===== src/rtl/serial_cmd_decoder.sv =====
// Byte-level command decoder: edge-detects rx_done into byte strobes, parses
// mode/payload/write commands, echoes every byte and times out stalled commands.
module serial_cmd_decoder #(
  parameter int PAYLOAD_BYTES = 9,
  parameter int DATA_W        = 72,
  parameter int TIMEOUT_TICKS = 16
) (
  input  logic              clk,
  input  logic              rst,
  input  logic              tick,
  input  logic              rx_done,
  input  logic [7:0]        rx_byte,
  output logic [1:0]        mode,
  output logic [DATA_W-1:0] intensities,
  output logic              pat_we,
  output logic [7:0]        pat_addr,
  output logic [DATA_W-1:0] pat_data,
  output logic              echo_go,
  output logic [7:0]        echo_byte,
  output logic              err
);
  localparam int CNT_W = $clog2(PAYLOAD_BYTES + 1);

  localparam logic [7:0] C_R = 8'h72, C_S = 8'h73, C_I = 8'h69, C_A = 8'h61;
  localparam logic [7:0] C_P = 8'h70, C_W = 8'h77, C_U = 8'h75;

  typedef enum logic [1:0] {IDLE, PAYLOAD, ADDR} st_t;

  st_t               st, st_n;
  logic              rx_done_l;
  logic              byte_valid;
  logic [CNT_W-1:0]  cnt, cnt_n;
  logic [7:0]        to_cnt, to_n;
  // Only the bytes before the last one need holding; the last byte joins
  // directly into payload_q on commit.
  logic [DATA_W-9:0] shift_q, shift_n;
  logic [DATA_W-1:0] payload_q, pay_n, int_n;
  logic [1:0]        mode_n;
  logic [7:0]        addr_n, eb_n;
  logic              we_n, echo_n, err_n;

  assign byte_valid = rx_done & ~rx_done_l;
  assign pat_data   = payload_q;

  always_ff @(posedge clk or posedge rst) begin
    if (rst) begin
      rx_done_l   <= 1'b1;
      st          <= IDLE;
      cnt         <= '0;
      to_cnt      <= '0;
      shift_q     <= '0;
      payload_q   <= '0;
      mode        <= '0;
      intensities <= '0;
      pat_addr    <= '0;
      pat_we      <= 1'b0;
      echo_go     <= 1'b0;
      echo_byte   <= '0;
      err         <= 1'b0;
    end else begin
      rx_done_l   <= rx_done;
      st          <= st_n;
      cnt         <= cnt_n;
      to_cnt      <= to_n;
      shift_q     <= shift_n;
      payload_q   <= pay_n;
      mode        <= mode_n;
      intensities <= int_n;
      pat_addr    <= addr_n;
      pat_we      <= we_n;
      echo_go     <= echo_n;
      echo_byte   <= eb_n;
      err         <= err_n;
    end
  end

  always_comb begin
    st_n    = st;
    cnt_n   = cnt;
    to_n    = to_cnt;
    shift_n = shift_q;
    pay_n   = payload_q;
    mode_n  = mode;
    int_n   = intensities;
    addr_n  = pat_addr;
    we_n    = 1'b0;
    echo_n  = 1'b0;
    eb_n    = echo_byte;
    err_n   = 1'b0;
    if (byte_valid) begin
      // A byte always beats a coincident tick, including the timeout tick.
      echo_n = 1'b1;
      eb_n   = rx_byte;
      to_n   = '0;
      case (st)
        IDLE: begin
          case (rx_byte)
            C_R:     mode_n = 2'd1;
            C_S:     mode_n = 2'd2;
            C_I:     mode_n = 2'd3;
            C_A:     mode_n = 2'd0;
            C_P:     begin cnt_n = '0; st_n = PAYLOAD; end
            C_W:     st_n = ADDR;
            C_U:     int_n = payload_q;
            default: err_n = 1'b1;
          endcase
        end
        PAYLOAD: begin
          shift_n = {shift_q[DATA_W-17:0], rx_byte};
          cnt_n   = cnt + 1'b1;
          if (cnt == CNT_W'(PAYLOAD_BYTES - 1)) begin
            pay_n = {shift_q, rx_byte};
            st_n  = IDLE;
          end
        end
        ADDR: begin
          addr_n = rx_byte;
          we_n   = 1'b1;
          st_n   = IDLE;
        end
        default: st_n = IDLE;
      endcase
    end else if (tick && st != IDLE) begin
      if (to_cnt == 8'(TIMEOUT_TICKS - 1)) begin
        st_n  = IDLE;
        to_n  = '0;
        err_n = 1'b1;
      end else begin
        to_n = to_cnt + 8'd1;
      end
    end
  end
endmodule

===== config.mk =====
export PLATFORM = sky130hd
export DESIGN_NAME = serial_cmd_decoder
export DESIGN_NICKNAME = d
export VERILOG_FILES = /design/src/rtl/serial_cmd_decoder.sv
export SDC_FILE = /design/constraint.sdc
export NUM_CORES = 1
export LEC_CHECK = 0
export ABC_AREA = 1
export CAP_MARGIN = 20
export CORE_MARGIN = 10
export CORE_UTILIZATION = 49
export CTS_BUF_LIST = sky130_fd_sc_hd__clkbuf_4 sky130_fd_sc_hd__clkbuf_8
export DETAILED_ROUTE_END_ITERATION = 8
export GPL_ROUTABILITY_DRIVEN = 1
export PLACE_DENSITY = 0.78
export SETUP_SLACK_MARGIN = 0.5
export SLEW_MARGIN = 20
export SYNTH_ARGS = -nofsm -noshare
export SYNTH_HDL_FRONTEND = slang
export SYNTH_SLANG_ARGS = --single-unit

===== constraint.sdc =====
create_clock -name clk -period 7.78 [get_ports clk]
set_clock_uncertainty 0.15 [all_clocks]
set_input_delay 1.556 -clock clk [delete_from_list [all_inputs] [get_ports clk]]
set_output_delay 1.556 -clock clk [all_outputs]
set_load 0.005 [all_outputs]

Yosys cells after proc, flatten, opt, wreduce, memory -nomap -nowiden
Index checks and enable logic that the tools add are counted.

word-level totals
  register bits = 244
  input port bits = 12
  output and inout port bits = 165
  logic and storage cells = 66

operators by class
  add/subtract/negate cells = 2
  eq/ne operators = 14
  muxes and demuxes = 20
  bitwise gates (word level) = 2
  reduce and logical (&&, ||, !) cells = 15

operator list
  operator                                                number
  equality test 8 x 7 -> 1 bit (second input constant)    7
  two-way mux 8 bit                                       3
  AND reduction 3 bit                                     4
  adder 8 x 1 -> 8 bit (second input constant)            1
  equality test 8 x 4 -> 1 bit (second input constant)    1
  two-way mux 1 bit                                       8
  two-way mux 2 bit                                       4
  one-hot mux 2 bit (2 select lines)                      2
  one-hot mux 2 bit (4 select lines)                      1
  one-hot mux 4 bit (2 select lines)                      1
  nonzero test 2 bit                                      4
  OR reduction 7 bit                                      1
  adder 4 x 1 -> 4 bit (second input constant)            1
  equality test 4 bit (second input constant)             1
  two-way mux 4 bit                                       1
  inequality test 4 x 2 -> 1 bit (second input constant)  1
  AND reduction 2 bit                                     2
  AND reduction 4 bit                                     1
  nonzero test 4 bit                                      1
  inequality test 3 bit (second input constant)           1
  equality test 2 x 1 -> 1 bit (second input constant)    1
  equality test 2 bit (second input constant)             1
  logical NOT 2 bit                                       1
  inequality test 2 x 1 -> 1 bit (second input constant)  1
  3 further kinds                                         3

Longest topological paths before layout
Gate-level depths: netlist (run 1).

  depth after elaboration = 5
  mapped depth = 10
  gate-level depth less buffers = 10

Least setup slack after synthesis (run 1)
No wires, ideal clock.

  path type = input to register
  start = in rx_byte[1]
  end = reg intensities[0]
  setup time = 117 ps
  data arrival time = 2412 ps
  data required time = 7513 ps
  slack = 5101 ps
  cell stages on the path = 7
  buffers on the path = 1
  cells stage by stage = inv_1 nand2_1 nor3_2 nand2_2 clkbuf_1 nand2_1 nand2_1

between the ends
  cells in the longest elaborated chain, start to end = 2

ends and longest elaborated chain
  item                           RTL line  source
  start: declaration             12        input logic [7:0] rx_byte,
  equality test 8 x 7 -> 1 bit   97        case (rx_byte)
  AND reduction 3 bit (no line)  -
  end signal: assignment         68        intensities <= int_n;
  end: declaration               14        output logic [DATA_W-1:0] intensities,

No other way between the ends.
A chain may end at the register's enable or synchronous reset.

Worst setup path in the final report (run 1)
  start = in rx_done
  end = reg payload_q[65], in the netlist pat_data[65]

between the ends
  cells in the longest elaborated chain, start to end = 2

ends and longest elaborated chain
  item                           RTL line  source
  start: declaration             11        input logic rx_done,
  bitwise AND 1 bit              42        assign byte_valid = rx_done & ~rx_done_l;
  AND reduction 3 bit (no line)  -
  end signal: assignment         66        payload_q <= pay_n;
  end: declaration               37        logic [DATA_W-1:0] payload_q, pay_n, int_n;

No other way between the ends.

==> metrics.md, run 1 <==
| Metric | Value |
|---|---|
| Share of the clock period used by the worst path | `0.510` |
| Post-synthesis cell area | `0.00961 mm2` |
| H-tree Lvls | `2` |
| Max-cap violations | `0` |
| Max-slew violations | `0` |
| Avg Inst Size Synth | `around 9.3 um2` |
| Post-CTS Hold Fix Bufs | `0` |
| Fmax | `0.252 GHz` |
| DR iter-0 viols | `448` |
| CTS tree | `done` |
| Routed WL | `between 20000 and 25000 um` |
| Vias in the first global route | `7176` |
| Routability cong. | `between 0.7 and 0.8` |
| Wl on met1 | `slightly above 10000 um` |
| # placed instances | `roughly 1400` |
| Sequential fraction of the synthesis area | `0.635` |
| Hold Startpoint | `intensities[28]$_DFFE_PP0P_` |
| Required @ worst endpoint | `roughly 8.0 ns` |
| CTS Sinks | `244` |
| Syn nets | `around 1000` |
| Port Buffers | `between 150 and 200` |
| Die height | `160 um` |
| DR WL met3 | `~1400 um` |
| DRC viols | `0` |
| Synth-to-Final Area Change | `27.4%` |
| Iteration count of the initial detailed-routing pass | `4` |
| Ant diodes | `0` |
| Worst hold path depth | `2` |
| First-pass GRT wire length | `38100 um` |
| Leak pwr | `approximately 6.1 nW` |
| Synth area leaders | `dfrtp_1 (63%), nand2_1 (13%), o21ai_0 (5.9%), inv_1 (4.0%), nand3_1 (3.8%)` |
| Yosys top cell by area | `dfrtp_1` |
| # rows | `a little over 50` |
| WS Path Type | `input port to flip-flop` |
| Worst hold path type | `flip-flop to flip-flop` |
| Routed length per instance | `15.4 um` |
| Bufs on Longest Clock Path | `3` |
| GRT overflow | `0` |
| Minimum clock period | `3.97 ns` |
| Yosys reg bits | `about 240` |
| Total CTS buffers | `40` |
| Nets@finish | `roughly 1200` |
| Final Non-Filler Cells | `1485` |
| Antenna violations before repair | `0` |
| Placeable Area | `0.0194 mm2` |
| CP Launch Type | `input port` |
| YS warnings | `0` |
| Slew headroom | `0.379` |
| Worst hold endpoint | `intensities[28]$_DFFE_PP0P_` |
| Post-DP HPWL | `between 15000 and 20000 um` |
| Post-synth top area share | `0.633` |
| Final Hold Fails | `0` |
| Via count | `7316` |
| VDD IR-drop max | `roughly 0.00011 V` |
| Clk root buf | `clkbuf_8` |
| CP max FO | `just under 80` |
| Yosys cell types | `29` |
| # IOs | `around 180` |
| Chip width | `between 150 and 200 um` |
| Die ar. | `between 0.02 and 0.03 mm2` |
| Crit path DAT | `roughly 4.2 ns` |
| Tightest Pin Transition | `around 0.93 ns` |
| Global-route usage over all layers | `0.177` |
| Layout cells sized above 1 | `0.0721` |
| Outcome | `completed` |
| Mapped Cells | `about 1000` |
| Setup_tns | `0 ns` |
| Post-CTS Setup Inserts | `0` |
| Metal2 WL | `between 10000 and 15000 um` |
| Largest net degree at the start of global routing | `~170` |
| Worst reg2reg path startpoint | `rx_done_l$_DFF_PP1_` |
| Top Layer Used | `met4` |
| Final core area utilization | `0.631` |
| Starting Density | `0.495` |
| Reg2reg end | `pat_data[65]$_DFFE_PP0P_` |
| Worst-path clk slew | `about 0.06 ns` |
| RSZ-0062 raised after global routing | `false` |
| Reg2Reg Setup Slack | `between 4 and 5 ns` |
| Setup crit end kind | `flip-flop` |
| Post-DRT Antenna Nets | `0` |
| PD cells | `between 200 and 250 mW/mm2` |
| Final setup vio count | `0` |
| Vias per std cell | `between 4 and 5` |
| R2r worst-path depth | `7` |
| Post-CTS sizing | `0` |
| Worst-Skew Late Latency | `0.53 ns` |
state kept, by name (all words and copies together) (netlist names):
name / cells
intensities: 72
pat_data: 72
shift_q: 64
echo_byte: 8
pat_addr: 8
to_cnt: 8
cnt: 4
mode: 2
st: 2
echo_go: 1
err: 1
pat_we: 1
rx_done_l: 1
through the flow:
| stage | hold slack [ns] | total power, mW | instance area [um2] | worst slack (ns) |
|---|---|---|---|---|
| 6_report | 0.317 | 2.48 | 12200 | 3.81 |
| 5_1_grt | 0.342 | 2.59 | 12200 | 3.57 |
| 4_1_cts | 0.321 | 2.51 | 12200 | 3.81 |
| 3_5_place_dp | 0.307 | 1.43 | 11500 | 3.30 |
| 3_3_place_gp | 0.302 | 1.43 | 11500 | 3.37 |
| 2_1_floorplan | 0.303 | 1.38 | 9620 | 2.87 |
worst max path at each step:
stage / from / to / slack, ns / cells past startpoint
after floorplan: rst / cnt[0]$_DFFE_PP0P_ / 2.87 / 1
after global placement: rx_done / pat_data[71]$_DFFE_PP0P_ / 3.37 / 7
after detailed placement: rx_done / pat_data[68]$_DFFE_PP0P_ / 3.30 / 7
after CTS: rx_done / pat_data[65]$_DFFE_PP0P_ / 3.81 / 7
after global routing: rx_done / pat_data[44]$_DFFE_PP0P_ / 3.57 / 7
final: rx_done / pat_data[65]$_DFFE_PP0P_ / 3.81 / 7
logic make-up (layout without fill, tap and decap cells):
kind of cell / Yosys count / count (layout) / share of synthesized area
and+or+nand+nor: 442 / 442 / 0.189
DFF: 244 / 244 / 0.635
AOI/OAI and AO/OA: 183 / 183 / 0.100
buffers and inverters: 155 / 346 / 0.0698
adders and majority gates: 3 / 3 / 0.00391
xor gates and xnor gates: 2 / 2 / 0.00182
synth_stat cells:
cell and n:
nand2_1 326, dfrtp_1 243, o21ai_0 113, inv_1 102, nand3_1 73, o21ai_1 48, nor2_1 30, clkbuf_1 28
buf_2 11, a21oi_1 8, a21oi_2 8, buf_6 7, buf_4 6, nand2_2 4, ha_1 3, nor3_1 3
a31oi_1 2, nand4_1 2, o21ai_2 2, a221oi_1 1, a22oi_1 1, buf_1 1, dfstp_2 1, nand4_4 1
nor2_4 1, nor2_8 1, nor3_2 1, xnor2_1 1, xor2_1 1
cell type report:
cell class | count | area, um2
Multi-Input combinational cell | 630 | 2840
Tap cell | 265 | 332
Clock inverter | 8 | 73.8
Clock buffer | 53 | 679
Inverter | 102 | 387
Fill cell | 1643 | 7150
Sequential cell | 244 | 6110
Timing Repair Buffer | 183 | 1830
worst max-delay path, stage by stage:
cell	delay [ns]
clkdlybuf4s50_1	0.50
nand2_2	0.30
nor2_8	0.20
nand4_4	0.65
buf_4	0.64
nor2_1	0.25
a21oi_2	0.04
layout by cell type (no fill, tap or decap), types with 2 or more instances in the layout:
cell,n
clkinv_2,4
o21ai_2,2
nor3_1,3
clkbuf_4,8
a21oi_2,8
o21ai_1,48
nand2_2,4
nand3_1,73
ha_1,3
dfrtp_1,243
a21oi_1,8
nor2_1,30
clkdlybuf4s50_1,176
clkinvlp_4,3
nand2_1,326
inv_1,101
a31oi_1,2
buf_4,6
clkbuf_8,45
o21ai_0,113
nand4_1,2
power by group:
part | switching (mW) | total (mW) | leakage (nW) | internal, mW
Sequential | 0.0129 | 1.30 | 3.03 | 1.29
Combinational | 0.0654 | 0.106 | 2.66 | 0.0407
Clock | 0.475 | 1.07 | 0.395 | 0.595
metal layers:
layer / up-vias / global-route usage
met5: - / 0
li1: 3605 / -
met4: 0 / 0.0476
met3: 23 / 0.0558
met2: 177 / 0.282
met1: 3511 / 0.230
Power figures use the tool's default switching activity.
==> run 2: changes to the inputs <==
==> constraint.sdc (replaced) <==
create_clock -name clk -period 3.4 [get_ports clk]
set_clock_uncertainty 0.15 [all_clocks]
set_input_delay 0.68 -clock clk [delete_from_list [all_inputs] [get_ports clk]]
set_output_delay 0.68 -clock clk [all_outputs]
set_load 0.005 [all_outputs]
==> run 2 against run 1 <==
Against the previous run: hold slack got worse by 0.0012 ns; wire length increased by 2.7%; count of clock-buffer cells in the layout rose by 16; global-route usage grew 0.73 points; first-iteration DRC count grew 1.1%; utilization is 1.2 points higher; register-to-register slack got worse by 3.8 ns; die area stayed put; power rose by 140%; flip-flop and latch count unchanged.
==> metrics.md, run 2 (synthesis gave the netlist of run 1 again) <==
| Metric | Value |
|---|---|
| GRT overflow | `0` |
| Routed length per instance | `15.6 um` |
| Starting Density | `0.495` |
| Worst-Skew Late Latency | `about 0.53 ns` |
| Slew headroom | `0.496` |
| Chip width | `roughly 160 um` |
| Most common cell after layout, fill and taps aside | `nand2_1` |
| Post-CTS sizing | `0` |
| Final Non-Filler Cells | `around 1500` |
| Setup_tns | `0 ns` |
| CP Launch Type | `input port` |
| VDD IR-drop max | `0.000305 V` |
| # IOs | `~180` |
| Leak pwr | `between 6 and 7 nW` |
| Max stage delay cell, worst path | `clkdlybuf4s50_1` |
| Layout cells sized above 1 | `0.0871` |
| Most frequent cells in the layout | `nand2_1 (326), dfrtp_1 (243), clkdlybuf4s50_1 (176)` |
| Ant diodes | `0` |
| Synth-to-Final Area Change | `29.8%` |
| Required @ worst endpoint | `3.67 ns` |
| Routability cong. | `0.805` |
| Post-CTS Hold Fix Bufs | `0` |
| Bufs on Longest Clock Path | `3` |
| Largest net degree at the start of global routing | `75` |
| PD cells | `approximately 470 mW/mm2` |
| Max-slew violations | `0` |
| Clk root buf | `clkbuf_8` |
| First-pass GRT wire length | `about 40000 um` |
| # rows | `51` |
| Setup crit end kind | `flip-flop` |
| Post-placement setup slack | `around 0.48 ns` |
| Share of the clock period used by the worst path | `0.705` |
| Via count | `about 7400` |
| Tightest Pin Transition | `approximately 0.75 ns` |
| DR iter-0 viols | `453` |
| Vias per std cell | `4.91` |
| H-tree Lvls | `2` |
| Hold Startpoint | `intensities[25]$_DFFE_PP0P_` |
| Port Buffers | `~180` |
| CP max FO | `50` |
| Max-cap violations | `0` |
| Final setup vio count | `0` |
| Final Hold Fails | `0` |
| Placeable Area | `0.0194 mm2` |
| Worst reg2reg path startpoint | `rx_done_l$_DFF_PP1_` |
| Die height | `between 150 and 200 um` |
| Nets@finish | `1226` |
| Crit path cell chain | `clkdlybuf4s50_1 -> nand2_2 -> nor2_8 -> buf_4 -> inv_1 -> o21ai_0` |
| Outcome | `completed` |
| Antenna violations before repair | `0` |
| WS Path Type | `input port to flip-flop` |
| Critical Path Max Stage Delay | `0.49 ns` |
| # placed instances | `approximately 1400` |
| Worst hold path type | `flip-flop to flip-flop` |
| Iteration count of the initial detailed-routing pass | `4` |
| Fill cell count | `about 1600` |
| Total CTS buffers | `40` |
| RSZ-0062 raised after global routing | `false` |
| Post-CTS Setup Inserts | `0` |
| PnR worst setup slack | `approximately 1 ns` |
| Vias in the first global route | `~7700` |
| Routed WL | `23500 um` |
| CTS tree | `done` |
| Post-DP HPWL | `between 15000 and 20000 um` |
| CTS Sinks | `244` |
| Worst-path clk slew | `0.06 ns` |
| Minimum clock period | `about 2.4 ns` |
| Fmax | `around 0.42 GHz` |
| Global-route usage over all layers | `0.185` |
| Post-DRT Antenna Nets | `0` |
| Crit path DAT | `~2.7 ns` |
| Setup crit start | `rx_done` |
| DRC viols | `0` |
| Die ar. | `between 0.02 and 0.03 mm2` |
[run 2: changes by cell type in the layout (fill, tap and decap cells not counted), sizes merged]
| cell | before | now |
|---|---|---|
| clkinvlp | 3 | 1 |
| clkinv | 5 | 1 |
| buf | 7 | 17 |
| bufinv | 1 | 0 |
| inv | 101 | 102 |
| clkbuf | 53 | 69 |
[run 2: final cells by class]
type / count / area, um2 / area share
timing repair buffer: 193 / 1980 / 0.158
inverter: 102 / 387 / 0.0310
tap: 265 / 332 / 0.0266
clock inverter: 2 / 13.8 / 0.00110
multi-input combinational: 630 / 2840 / 0.228
sequential: 244 / 6110 / 0.490
clock buffer: 69 / 818 / 0.0656
[run 2: routing by layer]
metal / vias to the layer above / global-route usage / part of all wire
met5: - / 0 / 0
met2: 188 / 0.306 / 0.48
li1: 3634 / - / -
met4: 0 / 0.0547 / 0.020
met3: 41 / 0.0578 / 0.069
met1: 3532 / 0.227 / 0.43
[run 2: worst paths after layout]
path                            cells after the start  slack (ns)                           to
worst max-delay path                                6        1.00      shift_q[63]$_DFFE_PP0P_
worst min-delay path                                2        0.32  intensities[25]$_DFFE_PP0P_
worst max register to register                      6        1.19     pat_data[45]$_DFFE_PP0P_
worst min register to register                      2        0.32  intensities[25]$_DFFE_PP0P_
max in group asynchronous                           3        1.94  intensities[57]$_DFFE_PP0P_
min in group asynchronous                           2        0.49  intensities[61]$_DFFE_PP0P_
[run 2: through the flow]
step	util	total power, mW	hold WS, ns	instance area, um2
after global routing	0.643	6.09	0.343	12500
after floorplan	-	3.15	0.303	9620
after CTS	0.643	5.93	0.322	12500
after detailed placement	0.600	3.30	0.307	11600
after global placement	0.600	3.30	0.303	11600
final	0.643	5.86	0.316	12500
[run 2: worst max-delay path: cells and delay by family]
family                 cells  cell delay [ns]
AO/OA/AOI/OAI              1             0.29
buffers and inverters      3             1.16
AND/OR/NAND/NOR            2             0.52
[run 2: where the power goes]
| part | leakage [nW] | internal (mW) | switching, mW |
|---|---|---|---|
| Combinational | 2.74 | 0.107 | 0.157 |
| Sequential | 3.03 | 2.95 | 0.0292 |
| Clock | 0.450 | 1.51 | 1.11 |
